File: config.mk
export PLATFORM = sky130hd
export DESIGN_NAME = alu_arbiter
export DESIGN_NICKNAME = d
export VERILOG_FILES = /design/src/rtl/alu_arbiter.sv
export SDC_FILE = /design/constraint.sdc
export NUM_CORES = 1
export LEC_CHECK = 0
export ABC_AREA = 1
export CAP_MARGIN = 20
export CORE_ASPECT_RATIO = 0.75
export CORE_MARGIN = 5
export CORE_UTILIZATION = 41
export DETAILED_ROUTE_END_ITERATION = 8
export GPL_TIMING_DRIVEN = 1
export PLACE_DENSITY = 0.81
export SLEW_MARGIN = 20
export SYNTH_ARGS = -nofsm -noshare
export SYNTH_HDL_FRONTEND = slang
export SYNTH_SLANG_ARGS = --single-unit
File: constraint.sdc
create_clock -name CLK -period 1.8 [get_ports CLK]
set_input_delay 0.54 -clock CLK [delete_from_list [all_inputs] [get_ports CLK]]
set_output_delay 0.54 -clock CLK [all_outputs]
set_load 0.005 [all_outputs]
File: src/rtl/alu_arbiter.sv
// Two-client round-robin arbiter/sequencer for the shared registered 16-bit ALU.
// Optional macro ALU_ARB_DIV0_EN: intercepts divide-by-zero and answers with an error response.
module alu_arbiter #(
  parameter int         WIDTH    = 16,
  parameter logic [3:0] IDLE_FUN = 4'b1111
) (
  input  logic             CLK,
  input  logic             RST,
  input  logic             REQ0_VALID,
  output logic             REQ0_READY,
  input  logic [WIDTH-1:0] REQ0_A,
  input  logic [WIDTH-1:0] REQ0_B,
  input  logic [3:0]       REQ0_FUN,
  input  logic             REQ1_VALID,
  output logic             REQ1_READY,
  input  logic [WIDTH-1:0] REQ1_A,
  input  logic [WIDTH-1:0] REQ1_B,
  input  logic [3:0]       REQ1_FUN,
  output logic [WIDTH-1:0] ALU_A,
  output logic [WIDTH-1:0] ALU_B,
  output logic [3:0]       ALU_FUN,
  input  logic [WIDTH-1:0] ALU_RES,
  input  logic [3:0]       ALU_FLAGS,
  output logic             RSP_VALID,
  input  logic             RSP_READY,
  output logic             RSP_ID,
  output logic [WIDTH-1:0] RSP_DATA,
  output logic [3:0]       RSP_FLAGS,
  output logic             RSP_ERR
);

  typedef enum logic [1:0] {IDLE, ISSUE, CAPTURE, RESP} state_t;

  typedef struct packed {
    logic [WIDTH-1:0] a;
    logic [WIDTH-1:0] b;
    logic [3:0]       fun;
  } req_t;

  state_t     state, state_nxt;
  req_t       req [2];
  req_t       sel;
  logic [1:0] vld;
  logic       grant, accept, last, id_q, is_div0;

  assign vld    = {REQ1_VALID, REQ0_VALID};
  assign req[0] = {REQ0_A, REQ0_B, REQ0_FUN};
  assign req[1] = {REQ1_A, REQ1_B, REQ1_FUN};

  // On a tie the client that did not win last time goes next.
  always_comb begin
    grant = vld[1];
    if (&vld) grant = ~last;
  end

  assign sel        = req[grant];
  assign accept     = (state == IDLE) && (|vld);
  assign REQ0_READY = RST && accept && !grant;
  assign REQ1_READY = RST && accept && grant;

`ifdef ALU_ARB_DIV0_EN
  assign is_div0 = (sel.fun == 4'b0011) && (sel.b == '0);
  logic rsp_err_q;
  assign RSP_ERR = rsp_err_q;
`else
  assign is_div0 = 1'b0;
  assign RSP_ERR = 1'b0;
`endif

  always_ff @(posedge CLK or negedge RST) begin
    if (!RST) state <= IDLE;
    else      state <= state_nxt;
  end

  always_comb begin
    state_nxt = state;
    case (state)
      IDLE:    if (accept) state_nxt = is_div0 ? RESP : ISSUE;
      ISSUE:   state_nxt = CAPTURE;
      CAPTURE: state_nxt = RESP;
      RESP:    if (RSP_VALID && RSP_READY) state_nxt = IDLE;
      default: state_nxt = IDLE;
    endcase
  end

  always_ff @(posedge CLK or negedge RST) begin
    if (!RST) begin
      last      <= 1'b1;
      id_q      <= 1'b0;
      ALU_A     <= '0;
      ALU_B     <= '0;
      ALU_FUN   <= IDLE_FUN;
      RSP_VALID <= 1'b0;
      RSP_ID    <= 1'b0;
      RSP_DATA  <= '0;
      RSP_FLAGS <= '0;
`ifdef ALU_ARB_DIV0_EN
      rsp_err_q <= 1'b0;
`endif
    end else begin
      case (state)
        IDLE: if (accept) begin
          last <= grant;
          id_q <= grant;
          // An intercepted divide-by-zero never reaches the ALU.
          if (!is_div0) begin
            ALU_A   <= sel.a;
            ALU_B   <= sel.b;
            ALU_FUN <= sel.fun;
          end
        end
        ISSUE: begin
          ALU_A   <= '0;
          ALU_B   <= '0;
          ALU_FUN <= IDLE_FUN;
        end
        CAPTURE: begin
          RSP_VALID <= 1'b1;
          RSP_ID    <= id_q;
          RSP_DATA  <= ALU_RES;
          RSP_FLAGS <= ALU_FLAGS;
`ifdef ALU_ARB_DIV0_EN
          rsp_err_q <= 1'b0;
`endif
        end
        RESP: begin
          if (RSP_VALID && RSP_READY) RSP_VALID <= 1'b0;
`ifdef ALU_ARB_DIV0_EN
          // Only the divide-by-zero path arrives here with no response loaded.
          else if (!RSP_VALID) begin
            RSP_VALID <= 1'b1;
            RSP_ID    <= id_q;
            RSP_DATA  <= '1;
            RSP_FLAGS <= 4'b1000;
            rsp_err_q <= 1'b1;
          end
`endif
        end
        default: ;
      endcase
    end
  end

endmodule

Word-level counts from Yosys, hierarchy flattened
Index checks and enable logic that the tools add are counted.
{"block": "totals", "ff_bits": 62, "latch_bits": 0, "ramBits": 0, "mem_bits_ro": 0, "in_bits": 97, "out_inout_bits": 61, "wordCells": 48, "n_memories": 0}
{"block": "classes", "add_sub_neg": 0, "mul": 0, "div": 0, "n_lt_le_gt_ge": 1, "n_eq_ne": 5, "n_shift": 0, "n_mux": 15, "bitwise_logic": 2, "n_reduce_logical": 15}
{"cell": "36-bit 2-to-1 mux", "count": 3}
{"cell": "16-bit case mux with 2 select lines", "count": 2}
{"cell": "16-bit 2-to-1 mux", "count": 2}
{"cell": "2-bit AND reduction", "count": 5}
{"cell": "2-bit case mux with 4 select lines", "count": 1}
{"cell": "4-bit case mux with 2 select lines", "count": 1}
{"cell": "1-bit logical AND", "count": 5}
{"cell": "2-bit equality test, second input constant", "count": 2}
{"cell": "2-bit 2-to-1 mux", "count": 2}
{"cell": "4-bit 2-to-1 mux", "count": 1}
{"cell": "2-bit inequality test, second input constant", "count": 2}
{"cell": "2-bit nonzero test", "count": 2}
{"cell": "2-bit by 1-bit equality test with 1-bit output, second input constant", "count": 1}
{"cell": "2-bit greater-or-equal comparator, second input constant", "count": 1}
{"cell": "2-bit zero test", "count": 1}
{"cell": "1-bit 2-to-1 mux", "count": 2}
{"cell": "1-bit inverter with 2-bit output", "count": 1}
{"cell": "1-bit case mux with 2 select lines", "count": 1}
{"cell": "2-bit OR reduction", "count": 1}
{"cell": "1-bit zero test", "count": 1}
{"cell": "1-bit inverter", "count": 1}

Longest topological paths before layout
{"block": "depth", "depth_word": 8, "ltp_mapped": 7, "ltp_nobuf": 7}

Worst setup path before layout
No wires, ideal clock.
{"block": "synth_path", "kind": "input to output", "start": "input port REQ0_VALID", "end": "output port REQ1_READY", "t_arrival_ps": 1047, "t_required_ps": 1260, "setup_slack_ps": 213, "cell_stages": 5, "n_path_buf": 0, "cell_sequence": "nand2_2 > nand2_2 > inv_1 > nand2_1 > nor2_1"}
{"block": "synth_between", "elab_chain_len": 4, "word_cells_on_any_way": 6, "cone_classes": "mux (1); reduce/logical (5)"}
{"element": "start, declared", "line_no": "9", "text": "input logic REQ0_VALID,"}
{"element": "2-bit OR reduction", "line_no": "57", "text": "assign accept = (state == IDLE) && (|vld);"}
{"element": "1-bit logical AND", "line_no": "57"}
{"element": "1-bit logical AND", "line_no": "59", "text": "assign REQ1_READY = RST && accept && grant;"}
{"element": "1-bit logical AND *", "line_no": "59"}
{"element": "end, declared", "line_no": "15", "text": "output logic REQ1_READY,"}
Every way passes the cells marked *; elsewhere a longest branch is shown, timed or not.

Final worst setup path
{"block": "layout_path", "start": "register last", "end": "output port REQ0_READY"}
{"block": "layout_between", "elab_chain_len": 4}
{"element": "start, declared", "line_no": "44", "text": "logic grant, accept, last, id_q, is_div0;"}
{"element": "start signal, assigned", "line_no": "103", "text": "last <= grant;"}
{"element": "1-bit inverter", "line_no": "53", "text": "if (&vld) grant = ~last;"}
{"element": "1-bit 2-to-1 mux", "line_no": "53"}
{"element": "1-bit zero test", "line_no": "58", "text": "assign REQ0_READY = RST && accept && !grant;"}
{"element": "1-bit logical AND", "line_no": "58"}
{"element": "end, declared", "line_no": "10", "text": "output logic REQ0_READY,"}
No other way between the ends.

==> flow_metrics.tcl <==
set metrics [dict create \
    power_density_nw_per_um2 1380 \
    skew_ns 0.0112 \
    pwr-share-seq_pct 33.2 \
    dp_slack_ns -0.684 \
    critPathMaxFanout 2 \
    power_frac_comb_pct 51.2 \
    yosysSeqAreaShare_pct 48.9 \
    ys_seq_elements 62 \
    fin_ws_ns -0.0521 \
    fin_util_pct 69.0 \
    setup_viol 2 \
    num_rows 27 \
    cp.arrival_ns 1.31 \
    cp.required_ns 1.26 \
    synthAdderAreaFrac_pct 1.57 \
    startpoint_type "register" \
    p_int_w 0.00468 \
    grt_max_degree 63 \
    die_h_um 86.3 \
    track_usage_pct 20.8 \
    async_flop_share_pct 100 \
    dpl.cell_count 615 \
    p_sw_w 0.00243 \
    layout_common_cells "130 x clkdlybuf4s50_1, 84 x nand2_1, 64 x nand3_1" \
    antenna_cells 0 \
    status "finished with violations" \
    area_growth_pct 61.7 \
    cts_buffers 9 \
    mostFrequentLayoutCell "clkdlybuf4s50_1" \
    clk_latency_ns 0.34 \
    cts_tree "yes" \
    switching_share_pct 34.1 \
    max-slew-margin-rel_pct 48.9 \
    die_area_sq_um 9650 \
    irDropWorstVdd_mv 0.633 \
    netlist_instances 363 \
    io_pins 158 \
    maxCapViolCount 0 \
    path_cells "nand2_2 > nand2_2 > inv_2 > nor3_2 > buf_2" \
    synth_edf_count 0 \
    syn-num-nets 464 \
    root_buffer "clkbuf_8" \
    crit_type "reg2out" \
    cts_sinks 62 \
    synth_top_flop_cell "dfrtp_1" \
    period_minus_slack_ns 1.85 \
    finalSetupTns_ns -0.0942 \
    cts_buffer_depth 2 \
    drt-initial-drc-count 99 \
    min_period_over_period_pct 103 \
    drt-vias-per-instance 4.86 \
    antenna_found_initial 0 \
    nNetsFinal 630 \
    power_leakage_nw 2.64 \
    syn_area_per_cell_sq_um 8.77 \
    synth_compound_area_share_pct 0.943 \
    yosys_warnings 0 \
    yosys.area_share.simple_pct 32.4 \
    min_path_type "in2async" \
    crit_path_max_incr_delay_ns 0.55 \
    clockPowerShare_pct 15.6 \
    die_w_um 112 \
    drt_wl_total_um 9720 \
    cts.clk_slew.worst_paths_ns 0.07 \
    place.gp.congestion 0.798 \
    wl_per_cell_um 15.3 \
    path_common_cell "nand2_2" \
    postCtsHoldBufs 0 \
    synth_top_family_by_area "simple AND/OR/NAND/NOR gates" \
    synth.distinct_cells 24 \
    start_util_pct 42.7 \
    core_area_sq_um 7470 \
    hold_viol 0 \
    ant_nets 0 \
    worst_pin_slew_ns 0.767 \
    grt_pass1_vias 3132 \
    crit_path_end_kind "output pin" \
    vias 3086 \
    syn_area_sq_um 3180 \
    final_max_slew_viol_count 0 \
    grt.overflow.total 0 \
    first_pass_iters 6 \
    io_buffers 156 \
    drc 0 \
    synthMuxAreaShare_pct 7.07 \
    rsz0062_at_grt "yes" \
    max_freq_ghz 0.540 \
    layout-drive-gt1-share_pct 15.2 \
    violations "negative setup slack" \
    grt_pass1_wl_um 15800 \
    htree_num_levels 3 \
    synth_xor_area_share_pct 0 \
    slowest_stage "dfstp_2" \
    stdcell_count 635 \
    r2r_slack_ns 0.21 \
    dp_hpwl_um 7240 \
]
-- final timing paths --
check | start | end | cells after the start
min in group CLK | last | last | 2
worst max-delay path | last | REQ0_READY | 5
worst min register to register | last | last | 2
worst min-delay path | RST | RSP_DATA[0] | 2
max in group asynchronous | RST | state[1] | 2
worst max register to register | state[1] | RSP_DATA[7] | 5
-- sequential cells by signal (all words and copies together) (netlist names) --
register   cells
ALU_A         16
ALU_B         16
ALU_FUN        4
RSP_DATA      16
RSP_FLAGS      4
RSP_ID         1
RSP_VALID      1
id_q           1
last           1
state          2
-- power groups by stage --
stage / Clock, W / Combinational, W / Sequential [W]
finish: 0.00111 / 0.00364 / 0.00236
global route: 0.00122 / 0.00401 / 0.00243
CTS: 0.00115 / 0.00371 / 0.00237
detailed placement: 0 / 0.00367 / 0.00239
global placement: 0 / 0.00356 / 0.00236
floorplan: 0 / 0.00164 / 0.00241
-- per-stage QoR --
step	hold WS, ns	cell area [sq um]	total power, W
floorplan	0.244	3180	0.00406
finish	0.402	5150	0.00711
detailed placement	0.467	4900	0.00606
global placement	0.467	4900	0.00592
CTS	0.421	5090	0.00723
global route	0.452	5150	0.00766
-- routing by layer --
layer	up-vias	global-route usage, %	share of wire (%)
met3	11	7.89	8.4
met2	132	35.3	48
li1	1503	-	-
met4	0	5.86	1.2
met1	1440	24.8	43
met5	-	0	0
-- repair_timing --
action | 4_1_cts | 5_1_grt
resized for setup | 21 | 18
cloned | 0 | 0
setup buffers | 2 | 2
pin swaps | 0 | 2
setup endpoints to repair | 7 | 19
-- area by class of cell --
class | count | area, sq um
multi-input cells | 238 | 1360
fillers | 587 | 2320
well taps | 101 | 126
flip-flops and latches | 62 | 1560
clock inverters | 1 | 5.00
clock buffers | 15 | 176
inverters | 40 | 150
repair buffers | 178 | 1770
-- synthesized netlist by cell type, drive strengths merged (2+ instances only) --
cell / count / area share [%]
buf: 19 / 3.8
nor2: 18 / 2.1
nand3b: 32 / 7.5
clkbuf: 4 / 0.47
dfrtp: 57 / 45
ha: 4 / 1.6
o21ai: 3 / 0.59
nand3: 69 / 12
nor3: 2 / 0.67
nand2: 87 / 10
inv: 40 / 4.7
dfstp: 5 / 4.1
mux2: 20 / 7.1
-- cell families after synthesis --
family | Yosys count
fa+ha+maj | 4
buf+inv | 63
other cells | 1
compound gates | 5
simple gates | 208
flops | 62
mux | 20
-- worst max-delay path: cells and delay by family (launching register included) --
family / cells / cell delay, ns
buffers and inverters: 2 / 0.18
AND/OR/NAND/NOR: 3 / 0.24
flip-flops: 1 / 0.55
(Power assumes the default switching activity.)
